<file path="src/rtl/c17_pkg.sv">
// Shared constants and the reference c17 function for the balanced pipeline.
package c17_pkg;

  localparam int C17_LOGIC_LEVELS = 3;

  // Returns {N22, N23} for one bit-slice.
  function automatic logic [1:0] c17_ref(input logic n1, input logic n2, input logic n3,
                                         input logic n6, input logic n7);
    logic nand36;
    nand36 = ~(n3 & n6);
    return {(n1 & n3) | (n2 & nand36), nand36 & (n2 | n7)};
  endfunction

endpackage

</file>
<file path="src/rtl/pipe_stage_reg.sv">
// One pipeline stage: valid bit plus data, held on stall, valid cleared on flush.
module pipe_stage_reg #(
  parameter int W = 1
) (
  input  logic         clk,
  input  logic         rst_n,
  input  logic         i_hold,
  input  logic         i_clear,
  input  logic         i_valid,
  input  logic [W-1:0] i_data,
  output logic         o_valid,
  output logic [W-1:0] o_data
);

  logic         r_valid;
  logic [W-1:0] r_data;

  always_ff @(posedge clk or negedge rst_n) begin
    if (!rst_n) begin
      r_valid <= 1'b0;
      r_data  <= '0;
    end else begin
      // Clear wins over hold so a flush empties even a stalled pipe.
      if (i_clear)     r_valid <= 1'b0;
      else if (!i_hold) r_valid <= i_valid;
      if (!i_hold)     r_data  <= i_data;
    end
  end

  assign o_valid = r_valid;
  assign o_data  = r_data;

endmodule

</file>
<file path="src/rtl/c17_pipe_balanced.sv">
// Path-balanced, fully registered c17 over WIDTH slices with valid/ready,
// stall, flush, output retiming stages and a saturating output counter.
module c17_pipe_balanced
  import c17_pkg::*;
#(
  parameter int WIDTH        = 8,
  parameter int EXTRA_STAGES = 1,
  parameter int CNT_W        = 16
) (
  input  logic             clk,
  input  logic             rst_n,
  input  logic             in_valid,
  output logic             in_ready,
  input  logic [WIDTH-1:0] N1,
  input  logic [WIDTH-1:0] N2,
  input  logic [WIDTH-1:0] N3,
  input  logic [WIDTH-1:0] N6,
  input  logic [WIDTH-1:0] N7,
  input  logic             flush,
  output logic             out_valid,
  input  logic             out_ready,
  output logic [WIDTH-1:0] N22,
  output logic [WIDTH-1:0] N23,
  output logic             busy,
  output logic [CNT_W-1:0] out_count
);

  localparam int L = C17_LOGIC_LEVELS + EXTRA_STAGES;

  logic                 w_stall, w_accept, w_hs, w_busy;
  logic                 w_v1, w_v2;
  logic [4*WIDTH-1:0]   w_s1_q;
  logic [3*WIDTH-1:0]   w_s2_q;
  logic [WIDTH-1:0]     w_p, w_a, w_b, w_c, w_a2, w_d, w_e;
  logic                 w_tv [C17_LOGIC_LEVELS:L];
  logic [2*WIDTH-1:0]   w_td [C17_LOGIC_LEVELS:L];
  logic [CNT_W-1:0]     r_cnt;

  assign w_stall  = out_valid & ~out_ready;
  assign in_ready = ~w_stall;
  assign w_accept = in_valid & in_ready;
  assign w_hs     = out_valid & out_ready;

  // Level 1: a, b, c plus N2 carried alongside as p.
  pipe_stage_reg #(.W(4*WIDTH)) u_s1 (
    .clk(clk), .rst_n(rst_n), .i_hold(w_stall), .i_clear(flush),
    .i_valid(w_accept), .i_data({N2, N1 & N3, N3 & N6, N2 | N7}),
    .o_valid(w_v1), .o_data(w_s1_q)
  );
  assign {w_p, w_a, w_b, w_c} = w_s1_q;

  pipe_stage_reg #(.W(3*WIDTH)) u_s2 (
    .clk(clk), .rst_n(rst_n), .i_hold(w_stall), .i_clear(flush),
    .i_valid(w_v1), .i_data({w_a, w_p & ~w_b, ~w_b & w_c}),
    .o_valid(w_v2), .o_data(w_s2_q)
  );
  assign {w_a2, w_d, w_e} = w_s2_q;

  pipe_stage_reg #(.W(2*WIDTH)) u_s3 (
    .clk(clk), .rst_n(rst_n), .i_hold(w_stall), .i_clear(flush),
    .i_valid(w_v2), .i_data({w_a2 | w_d, w_e}),
    .o_valid(w_tv[C17_LOGIC_LEVELS]), .o_data(w_td[C17_LOGIC_LEVELS])
  );

  for (genvar s = C17_LOGIC_LEVELS + 1; s <= L; s++) begin : g_retime
    pipe_stage_reg #(.W(2*WIDTH)) u_rt (
      .clk(clk), .rst_n(rst_n), .i_hold(w_stall), .i_clear(flush),
      .i_valid(w_tv[s-1]), .i_data(w_td[s-1]),
      .o_valid(w_tv[s]), .o_data(w_td[s])
    );
  end

  assign out_valid  = w_tv[L];
  assign {N22, N23} = w_td[L];

  always_comb begin
    w_busy = w_v1 | w_v2;
    for (int s = C17_LOGIC_LEVELS; s <= L; s++) w_busy = w_busy | w_tv[s];
  end
  assign busy = w_busy;

  always_ff @(posedge clk or negedge rst_n) begin
    if (!rst_n)                   r_cnt <= '0;
    else if (w_hs && r_cnt != '1) r_cnt <= r_cnt + CNT_W'(1);
  end
  assign out_count = r_cnt;

endmodule

</file>
<file path="config.mk">
export PLATFORM = sky130hd
export DESIGN_NAME = c17_pipe_balanced
export DESIGN_NICKNAME = d
export VERILOG_FILES = /design/src/rtl/c17_pkg.sv /design/src/rtl/pipe_stage_reg.sv /design/src/rtl/c17_pipe_balanced.sv
export SDC_FILE = /design/constraint.sdc
export NUM_CORES = 1
export LEC_CHECK = 0
export ABC_CLOCK_PERIOD_IN_PS = 2170
export BUFFER_PORTS_ARGS = -buffer_cell sky130_fd_sc_hd__buf_2
export CAP_MARGIN = 20
export CORE_UTILIZATION = 56
export DETAILED_ROUTE_END_ITERATION = 10
export PLACE_DENSITY = 0.79
export SYNTH_ARGS = -nofsm -noshare
export SYNTH_HDL_FRONTEND = slang
export SYNTH_HIERARCHICAL = 1
export SYNTH_SLANG_ARGS = --single-unit
</file>
<file path="constraint.sdc">
create_clock -name clk -period 2.17 [get_ports clk]
set_input_delay 0.1085 -clock clk [delete_from_list [all_inputs] [get_ports clk]]
set_output_delay 0.1085 -clock clk [all_outputs]
set_load 0.05 [all_outputs]
</file>
==> reports/qor.txt <==
PLACEMENT
------------------------------------------------------------------------------------------
Placed instance area                                                            5390 sq um
PortBufs                                                                                79
Detailed placement HPWL                                                            5.60 mm
Placer Congestion                                                                    0.859

SETUP PATH
------------------------------------------------------------------------------------------
Worst reg2reg path endpoint                                                   out_count[14]$_DFFE_PN0P_
Critical path peak fanout                                                                5
Gate family responsible for the most delay along the worst path               simple AND/OR/NAND/NOR gates
Number of buffer and inverter stages on the critical path                                0
Number of gates on the worst path with buffers counted                                   5
Length in cells of the worst reg-to-reg path                                             5
Critical register-to-register path startpoint                                 out_count[0]$_DFFE_PN0P_
Capturing element type of the critical path                                           flop
Arrival time worst endpoint                                                        2.01 ns
Critical path destination                                                     out_count[14]$_DFFE_PN0P_
Crit path max-delay cell type                                                 sky130_fd_sc_hd__dfrtp_1
Setup slack on the worst flop-to-flop path                                         0.41 ns
Crit Path Class                                                                 reg -> reg
CP max stage delay                                                                 0.43 ns
Worst Setup Start Kind                                                                flop
CP required                                                                        2.42 ns
Cell breakdown of the critical path                                           ha_1, and4_1, nand3_1, nor3_1, mux2_2
Startpoint of the most critical setup path                                    out_count[0]$_DFFE_PN0P_

CLOCK NETWORK
------------------------------------------------------------------------------------------
Root buffer cell                                                              sky130_fd_sc_hd__clkbuf_8
Clock transition at the registers of the reported paths                            0.09 ns
CTS H-Tree Depth                                                                         3
Clock tree from TritonCTS                                                            built
Num CTS Buffers                                                                          9
Clock tree sinks                                                                       108
Clock Path Buffers                                                                       2
Clock latency on the worst-skew pair                                               0.35 ns

FINISH
------------------------------------------------------------------------------------------
Share of post-route cells with drive strength above 1                                0.508
Layout Nets                                                                            469
Filler cell count in the final layout                                                  602
FF/Latch Area                                                                   2700 sq um
Synth-to-Final Area Change                                                           14.8%
Post-Layout Inst Area                                                           5680 sq um
Multi-input combinational cell area                                             2040 sq um
ANT cells                                                                                0

DRT
------------------------------------------------------------------------------------------
Total Routed Length                                                                8.03 mm
Detailed-route via count                                                              2772
Number of DRC markers in iteration 0                                                   117
1st-pass router iterations                                                               4
Count of unresolved DRC violations after routing                                         0
Drt via density                                                                       5.21
Routed WL per cell                                                                 15.1 um
Number of antenna-violating nets in the routed design                                    0

POWER
------------------------------------------------------------------------------------------
Areal power density over the cells                                             706 nW/um^2
VDD IR-drop max                                                                 0.000336 V
Cell leakage power                                                                 2.69 nW
PnR Total Power                                                                  0.00401 W

YOSYS
------------------------------------------------------------------------------------------
Cells after synthesis                                                                  328
Post-synth design cell area                                                     4950 sq um
Proportion of netlist area held by the largest area contributor                      0.546
Number of synthesis warnings                                                             6
Number of nets produced by synthesis                                                   374
Cell accounting for the most synthesized area                                 sky130_fd_sc_hd__dfrtp_1
Synth Area in Compound Gates                                                        0.0126
Leading cell types by total area after synthesis                              sky130_fd_sc_hd__dfrtp_1, sky130_fd_sc_hd__mux2_4, sky130_fd_sc_hd__mux2_2
Share of flip-flops with an asynchronous set or reset after synthesis                 1.00
Simple-Gate Fraction of Synth Area                                                   0.113
Number of enable flip-flop cells after synthesis                                         0
Share of synthesized cell area in full adder, half adder and majority cells        0.00253
Sequential fraction of the synthesis area                                            0.546
Synthesis-stage register bit count                                                     108
Dominant combinational cell family by area after synthesis                    multiplexers
Synth Area per Inst                                                             15.1 sq um
Multiplexer share of the synthesized area                                            0.271
List of most frequent post-synthesis cells                                    sky130_fd_sc_hd__dfrtp_1, sky130_fd_sc_hd__mux2_4, sky130_fd_sc_hd__mux2_2
Dominant cell by count in the synthesized netlist                             sky130_fd_sc_hd__dfrtp_1
Xor/xnor cell area share of the yosys netlist                                       0.0142
Top_reg_cell synth                                                            sky130_fd_sc_hd__dfrtp_1
Number of library cell types mapped by synthesis                                        37

STA
------------------------------------------------------------------------------------------
Skew final                                                                      0.00589 ns
Setup Viol. Count Final                                                                  0
Max Clock Freq                                                                     567 MHz
Setup repair after global routing missed its margin                                     no
Max-slew violations                                                                      0
Final-report hold violation count                                                        0
Period Utilization, post-route                                                       0.812
Worst slew pin tran                                                               0.455 ns
Final-layout worst hold slack                                                    0.0678 ns
Slew Limit Headroom                                                                  0.697
Post-layout minimum cycle time                                                     1.76 ns
Summed negative setup slack over all endpoints                                        0 ns

FLOORPLANNING
------------------------------------------------------------------------------------------
Cell Rows                                                                               33
Core footprint                                                                  8380 sq um
Starting utilization of the core area                                                0.590
DIE AREA                                                                        9220 sq um
IO Count                                                                                80
Chip height                                                                        96.0 um
Chip width                                                                         96.0 um

GRT
------------------------------------------------------------------------------------------
Total congestion overflow after global routing                                           0
Largest net degree at the start of global routing                                       49
Initial antenna violation count                                                          0
Wire length of the first global-routing pass                                       13.3 mm
Via count of the first global-routing pass                                            2792
Tot GR Track Use                                                                     0.190

RUN
------------------------------------------------------------------------------------------
Max-capacitance violation count                                                          0

WORST HOLD PATH
------------------------------------------------------------------------------------------
Type of the most critical hold path                                              in -> reg

RUN STATUS
------------------------------------------------------------------------------------------
Run status                                                                    finished, final reports clean

worst min-delay path, cell delays in order:
cell,delay (ns)
sky130_fd_sc_hd__buf_2,0.07
sky130_fd_sc_hd__or2_2,0.09
sky130_fd_sc_hd__mux2_4,0.12
cell usage in the layout, fill, tap and decap left out, drive strengths merged, types with 4 or more instances in the layout:
master | synthesis | layout
and2 | 17 | 17
or2 | 17 | 17
nor3 | 4 | 4
clkbuf | 0 | 10
mux2i | 4 | 4
mux2 | 93 | 93
dfrtp | 108 | 108
nand3 | 4 | 4
buf | 12 | 86
xor2 | 7 | 7
dlygate4sd3 | 0 | 10
nor4 | 4 | 4
nand2 | 8 | 8
nor2 | 9 | 9
nor2b | 17 | 17
layout make-up:
class	count	share of cell area
inverter	3	0.00242
multi-input combinational	205	0.360
clock buffer	10	0.0242
tap	105	0.0231
sequential	108	0.476
timing repair buffer	96	0.106
clock inverter	5	0.00925
power by group:
part | internal, W | switching (W) | leakage, nW | total [W]
logic | 0.000274 | 0.000314 | 1.28 | 0.000588
clock network | 0.000553 | 0.000630 | 0.0979 | 0.00118
registers | 0.00215 | 0.0000921 | 1.31 | 0.00224
total | 0.00298 | 0.00104 | 2.69 | 0.00401
metrics by stage:
stage | setup slack [ns] | instances | util
floorplan | 0.0422 | 328 | -
global placement | 0.517 | 507 | 0.643
detailed placement | 0.451 | 507 | 0.643
CTS | 0.433 | 531 | 0.677
global route | 0.283 | 532 | 0.678
finish | 0.408 | 532 | 0.678
worst min-delay path by stage:
stage	cells past startpoint	slack (ns)	startpoint	to
2_1_floorplan	0	-0.19	rst_n	g_retime[4].u_rt/o_data[0]$_DFFE_PN0N_
3_3_place_gp	1	0.08	rst_n	g_retime[4].u_rt/o_data[15]$_DFFE_PN0N_
3_5_place_dp	1	0.08	rst_n	g_retime[4].u_rt/o_data[15]$_DFFE_PN0N_
4_1_cts	2	0.004	N2[6]	u_s1/o_data[30]$_DFFE_PN0N_
5_1_grt	3	0.07	N7[7]	u_s1/o_data[7]$_DFFE_PN0N_
6_report	3	0.07	N7[2]	u_s1/o_data[2]$_DFFE_PN0N_
routing by layer:
layer  global-route usage  vias to the layer above  routed length, um
met5                    0                        -                  0
met1                0.265                     1375               3800
met2                0.294                       60               3870
met3               0.0419                        9                270
li1                     -                     1328                  -
met4               0.0647                        0                 86
repair_timing:
| item | CTS | global route |
|---|---|---|
| setup buffers | 0 | 0 |
| hold buffers | 9 | 1 |
| hold endpoints to repair | 42 | 1 |
| gates resized for setup | 0 | 0 |
cell families after synthesis:
group                    count (synthesis)
AND/OR/NAND/NOR                         90
adder cells (fa/ha/maj)                  1
buffers and inverters                   15
XOR/XNOR                                 8
flip-flops                             108
AO/OA/AOI/OAI                            9
multiplexers                            97
flip-flops by register name, indices dropped and copies added (netlist names):
signal	count
g_retime.u_rt/o_valid	1
u_s1/o_valid	1
u_s3/o_valid	1
out_count	16
u_s2/o_data	24
u_s2/o_valid	1
g_retime.u_rt/o_data	16
u_s3/o_data	16
u_s1/o_data	32
Note: power is estimated with default switching activity, not from simulation.
